<file path="src/rtl/trap_filter_cfg.sv">
// trap_filter_cfg: runtime-configurable trapezoidal (k,l,M) shaping filter.
// Seven register stages from sample strobe to output, each with its own valid bit.
// Configuration (k, l, M, shift) is validated on cfg_load. An accepted load soft-clears all filter state.
// Optional build macro TRAP_FILTER_SAT_EN: out-of-range results clamp. Without it they wrap.
module trap_filter_cfg #(
  parameter int SIZE_ADC_DATA    = 12,
  parameter int SIZE_FILTER_DATA = 16,
  parameter int MAX_DELAY        = 64,
  parameter int M_W              = 10,
  parameter int K_DEF            = 4,
  parameter int L_DEF            = 8,
  parameter int M_DEF            = 0,
  parameter int SHIFT_DEF        = 7
) (
  input  logic                                 clk,
  input  logic                                 reset,
  input  logic [SIZE_ADC_DATA-1:0]             input_data,
  input  logic                                 in_valid,
  input  logic [$clog2(MAX_DELAY+1)-1:0]       cfg_k,
  input  logic [$clog2(MAX_DELAY+1)-1:0]       cfg_l,
  input  logic [M_W-1:0]                       cfg_m,
  input  logic [4:0]                           cfg_shift,
  input  logic                                 cfg_load,
  output logic                                 cfg_err,
  output logic [SIZE_FILTER_DATA-1:0]          output_data,
  output logic                                 out_valid,
  output logic                                 out_ovf
);

  localparam int DW    = $clog2(MAX_DELAY+1);
  localparam int ACC_W = 2*SIZE_ADC_DATA+3;
  localparam int OW    = SIZE_FILTER_DATA;

  logic [DW-1:0]            k_q, l_q, kl_q;
  logic [M_W-1:0]           m_q;
  logic [4:0]               shift_q;
  logic [DW:0]              cnt_q;
  logic [SIZE_ADC_DATA-1:0] d_q [0:MAX_DELAY];
  logic [5:0]               vld_q, prm_q;
  logic signed [ACC_W-1:0]  dk_q, dl_q, dkl_q, p_q, mdkl_q, r_q, s_q;

  logic [DW:0]              kl_sum;
  logic                     cfg_ok, load_ok, accept, primed;
  logic signed [ACC_W-1:0]  m_ext, sh;
  logic [ACC_W-OW:0]        sh_top;
  logic                     ovf;
  logic [OW-1:0]            shaped;

  function automatic logic signed [ACC_W-1:0] ext(input logic [SIZE_ADC_DATA-1:0] x);
    return signed'(ACC_W'(x));
  endfunction

  assign kl_sum  = {1'b0, cfg_k} + {1'b0, cfg_l};
  assign cfg_ok  = (cfg_k != '0) && (cfg_k <= cfg_l) &&
                   (int'(kl_sum) <= MAX_DELAY) && (int'(cfg_shift) < ACC_W);
  assign load_ok = cfg_load & cfg_ok;
  // A rejected load does not block the sample. An accepted one drops it.
  assign accept  = in_valid & ~load_ok;
  // Tag is set on the sample that brings the accepted count to k+l+1.
  assign primed  = (cnt_q >= {1'b0, kl_q});
  assign m_ext   = signed'(ACC_W'(m_q));
  assign sh      = s_q >>> shift_q;
  assign sh_top  = sh[ACC_W-1:OW-1];
  assign ovf     = !((&sh_top) || !(|sh_top));

  // Output shaping of the final accumulator: saturate or wrap to output width
  always_comb begin
    shaped = sh[OW-1:0];
`ifdef TRAP_FILTER_SAT_EN
    if (ovf) shaped = sh[ACC_W-1] ? {1'b1, {(OW-1){1'b0}}} : {1'b0, {(OW-1){1'b1}}};
`endif
  end

  // Configuration registers, load-reject pulse and priming counter
  always_ff @(posedge clk or negedge reset) begin
    if (!reset) begin
      k_q     <= DW'(K_DEF);
      l_q     <= DW'(L_DEF);
      kl_q    <= DW'(K_DEF + L_DEF);
      m_q     <= M_W'(M_DEF);
      shift_q <= 5'(SHIFT_DEF);
      cnt_q   <= '0;
      cfg_err <= 1'b0;
    end else begin
      cfg_err <= cfg_load & ~cfg_ok;
      if (load_ok) begin
        k_q     <= cfg_k;
        l_q     <= cfg_l;
        kl_q    <= kl_sum[DW-1:0];
        m_q     <= cfg_m;
        shift_q <= cfg_shift;
        cnt_q   <= '0;
      end else if (accept && (cnt_q != ({1'b0, kl_q} + (DW+1)'(1)))) begin
        cnt_q <= cnt_q + (DW+1)'(1);
      end
    end
  end

  // Delay line and seven-stage filter pipeline. An accepted load acts as a synchronous clear.
  always_ff @(posedge clk or negedge reset) begin
    if (!reset) begin
      for (int unsigned i = 0; i <= MAX_DELAY; i++) d_q[i] <= '0;
      vld_q       <= '0;
      prm_q       <= '0;
      dk_q        <= '0;
      dl_q        <= '0;
      dkl_q       <= '0;
      p_q         <= '0;
      mdkl_q      <= '0;
      r_q         <= '0;
      s_q         <= '0;
      output_data <= '0;
      out_valid   <= 1'b0;
      out_ovf     <= 1'b0;
    end else if (load_ok) begin
      for (int unsigned i = 0; i <= MAX_DELAY; i++) d_q[i] <= '0;
      vld_q       <= '0;
      prm_q       <= '0;
      dk_q        <= '0;
      dl_q        <= '0;
      dkl_q       <= '0;
      p_q         <= '0;
      mdkl_q      <= '0;
      r_q         <= '0;
      s_q         <= '0;
      output_data <= '0;
      out_valid   <= 1'b0;
      out_ovf     <= 1'b0;
    end else begin
      // S1
      if (accept) begin
        d_q[0] <= input_data;
        for (int unsigned i = 1; i <= MAX_DELAY; i++) d_q[i] <= d_q[i-1];
      end
      vld_q <= {vld_q[4:0], accept};
      prm_q <= {prm_q[4:0], accept & primed};
      // S2..S5: combinational stages are registered freely; only accumulators honour valid
      dk_q   <= ext(d_q[0]) - ext(d_q[k_q]);
      dl_q   <= ext(d_q[l_q]) - ext(d_q[kl_q]);
      dkl_q  <= dk_q - dl_q;
      if (vld_q[2]) p_q <= p_q + dkl_q;
      mdkl_q <= dkl_q * m_ext;
      r_q    <= p_q + mdkl_q;
      // S6
      if (vld_q[4]) s_q <= s_q + r_q;
      // S7
      if (vld_q[5]) output_data <= shaped;
      out_valid <= vld_q[5] & prm_q[5];
      out_ovf   <= vld_q[5] & prm_q[5] & ovf;
    end
  end

endmodule

</file>
<file path="config.mk">
export PLATFORM = sky130hd
export DESIGN_NAME = trap_filter_cfg
export DESIGN_NICKNAME = d
export VERILOG_FILES = /design/src/rtl/trap_filter_cfg.sv
export SDC_FILE = /design/constraint.sdc
export NUM_CORES = 2
export LEC_CHECK = 0
export ABC_CLOCK_PERIOD_IN_PS = 16500
export CAP_MARGIN = 15
export CORE_ASPECT_RATIO = 2
export CORE_MARGIN = 5
export CORE_UTILIZATION = 50
export DETAILED_ROUTE_END_ITERATION = 8
export MAX_ROUTING_LAYER = met4
export PLACE_DENSITY = 0.65
export SLEW_MARGIN = 20
export SYNTH_ARGS = -nofsm -noshare
export SYNTH_HDL_FRONTEND = slang
export SYNTH_SLANG_ARGS = --single-unit
</file>
<file path="constraint.sdc">
create_clock -name clk -period 16.5 [get_ports clk]
set_clock_uncertainty 0.15 [all_clocks]
set_input_delay 4.95 -clock clk [delete_from_list [all_inputs] [get_ports clk]]
set_output_delay 4.95 -clock clk [all_outputs]
set_load 0.02 [all_outputs]
</file>
==> out/qor.yml <==
status: "complete, no violations"
synth-edff-count: 0
design.die.area_um2: 151000
seq_area_frac_synth_pct: 35.7
yosys.area_share.xor_xnor_pct: 1.76
initial_core_util_pct: 50.1
cts_hold_buffers: 0
grt_pass1_vias: 51317
htree_num_levels: 3
fillerInstances: 11997
routed_wl_um: 193000
grt_usage_pct: 26.4
instances_no_fill: 7727
clockBufferDepth: 3
antenna_found_initial: 3
power_leakage_nw: 35.4
finalSetupViolations: 0
drtAntennaViolNets: 0
ys_ff_latch: 1016
cts_sinks: 1016
cp.required_ns: 16.86
synth_cells: 5979
place_congestion: 0.900
syn_nets: 6387
startpoint_type: "input port"
crit_path_end_kind: "register"
drt-pass1-iter-count: 5
path_clk_slew_ns: 0.07
cellPowerDensity_nw_per_um2: 227
grt_max_degree: 233
grt_setup_unrepaired: "no"
layout.nets: 6176
finalHoldViolCount: 0
grt_overflow: 0
worst_slack_ns: 6.86
arrival_ns: 10.00
synth-simple-area-share_pct: 9.37
rr_startpoint: "m_q[3]"
period_share_pct: 58.4
ys_types: 68
yosys_warnings: 0
synthAdderAreaFrac_pct: 8.11
post-place-ws_ns: 6.25
synth_compound_area_share_pct: 4.75
drive_gt1_share_pct: 17.9
path_class: "in2reg"
chipHeight_um: 544
post-cts-setup-buffers: 0
max_slew_margin_pct: 19.2
vias: 48725
port_buffers: 63
cp_max_fo: 96
dpl.hpwl_um: 126000
avgRoutedWirePerCell_um: 25.0
peakVddDrop_mv: 0.400
insertion_delay_ns: 0.70
row_count: 196
drc: 0
core-area_um2: 142000
tightest_slew_ns: 1.21
cts.repair.resized: 0
maxCapViolations: 0
grt_pass1_wl_um: 305000
min_from: "prm_q[3]"
ys.flop_type: "dfrtp_1"
area_growth_pct: 7.13
final_core_util_pct: 53.7
setup_tns_ns: 0
cts-root-buf: "clkbuf_16"
synth_top_family_by_area: "multiplexers"
post_drt_via_cell_ratio: 6.31
cts_tree: "yes"
fmax_mhz: 104
die_x_um: 277
hold_path.class: "reg2reg"
ios: 64
synth_area_um2: 71300
synthArstFlopShare_pct: 100
finalCriticalPeriod_ns: 9.64
muxShareOfSynthArea_pct: 36.1
placed_cells: 7553
syn-mean-instance-area_um2: 11.9
drtIter0Drc: 3531
numCtsBuffers: 94
setup.worst_path.start: "cfg_l[1]"
slew_violations: 0
## area by class of cell
cell class | count | area (um^2) | share of cell area [%]
multi-input cells | 4237 | 42900 | 56.1
clock inverters | 43 | 533 | 0.698
clock buffers | 127 | 2690 | 3.52
repair buffers | 147 | 1410 | 1.85
well taps | 1881 | 2350 | 3.08
flip-flops and latches | 1016 | 25500 | 33.4
diodes | 4 | 10.0 | 0.0131
inverters | 272 | 1020 | 1.34
## cell usage after synthesis (all sizes together) (63+ instances only)
cell type | n | area share [%]
inv | 268 | 1.4
fa | 165 | 4.6
o21ai | 108 | 0.76
ha | 198 | 3.5
a21oi | 133 | 0.93
mux4 | 763 | 24
and2 | 112 | 0.98
xnor2 | 86 | 1.1
nand2 | 283 | 1.5
clkbuf | 253 | 1.3
dfrtp | 1009 | 35
buf | 201 | 1.4
a21o | 63 | 0.66
nor2 | 1015 | 5.3
mux2i | 841 | 12
## state kept, by name, summed over array words and instances, names as in the netlist
signal       flops
d_q            780
dkl_q           27
mdkl_q          27
p_q             27
r_q             27
s_q             27
output_data     16
dk_q            13
dl_q            13
m_q             10
cnt_q            8
k_q              7
kl_q             7
l_q              7
prm_q            6
vld_q            6
shift_q          5
cfg_err          1
out_ovf          1
out_valid        1
## worst max-delay path, cell delays in order
cell             delay (ns)
clkdlybuf4s50_1        0.49
inv_1                  0.09
ha_1                   0.31
nand2b_1               0.15
a21oi_1                0.21
o21ai_1                0.13
nor4b_1                0.17
a2111oi_1              0.39
a41o_1                 0.31
and3_4                 0.69
buf_4                  0.88
buf_4                  0.92
nor2_1                 0.15
## stage by stage
| step | hold WS (ns) | power (mW) | instance area (um^2) |
|---|---|---|---|
| after global placement | 0.303 | 14.9 | 73100 |
| final | 0.314 | 17.3 | 76400 |
| after CTS | 0.321 | 17.4 | 76300 |
| after floorplan | 0.289 | 11.6 | 71300 |
| after detailed placement | 0.302 | 15.0 | 73100 |
| after global routing | 0.346 | 18.6 | 76400 |
## worst paths after layout
path                         endpoint  slack, ns  cells after the start
hold / removal               prm_q[4]       0.31                      1
max in group asynchronous    d_q[333]       9.20                      4
setup / recovery             d_q[578]       6.86                     13
setup reg to reg           mdkl_q[25]       9.77                     19
min in group asynchronous      r_q[2]       4.13                      1
hold reg to reg              prm_q[4]       0.31                      1
## cell usage in the layout (no fill, tap or decap), types with 22 or more instances in the layout
cell	n
fa_1	165
clkbuf_16	97
a21o_1	63
buf_4	73
clkinv_2	22
dfrtp_1	1000
mux2i_1	841
nor3_1	28
inv_1	267
ha_1	198
nand2_1	282
nor2_1	1015
nor2b_1	37
xor2_1	57
mux4_2	763
nand3_1	24
a21oi_1	133
xnor2_1	86
and2_1	112
o21ai_0	106
a22oi_1	24
a22o_1	22
a211oi_1	35
clkdlybuf4s50_1	61
## power breakdown
part	switching, mW	total (mW)	internal, mW	leakage, nW
logic	6.49	11.1	4.65	20.2
clock network	1.03	2.34	1.32	1.59
registers	0.842	3.85	3.01	13.6
total	8.36	17.3	8.98	35.4
## logic make-up after synthesis
logic type | after synthesis
multiplexers | 1616
AND/OR/NAND/NOR | 1592
flip-flops | 1016
buffers and inverters | 726
AO/OA/AOI/OAI | 523
adder cells (fa/ha/maj) | 363
XOR/XNOR | 143
## metal layers
metal	up-vias	global-route usage, %	routed length [um]	share of wire (%)
li1	21293	-	-	-
met1	25503	29.4	68700	36
met2	1378	46.4	103000	53
met3	551	3.31	8680	4.5
met4	0	14.2	12600	6.5
met5	-	-	0	0
Power figures use the tool's default switching activity.
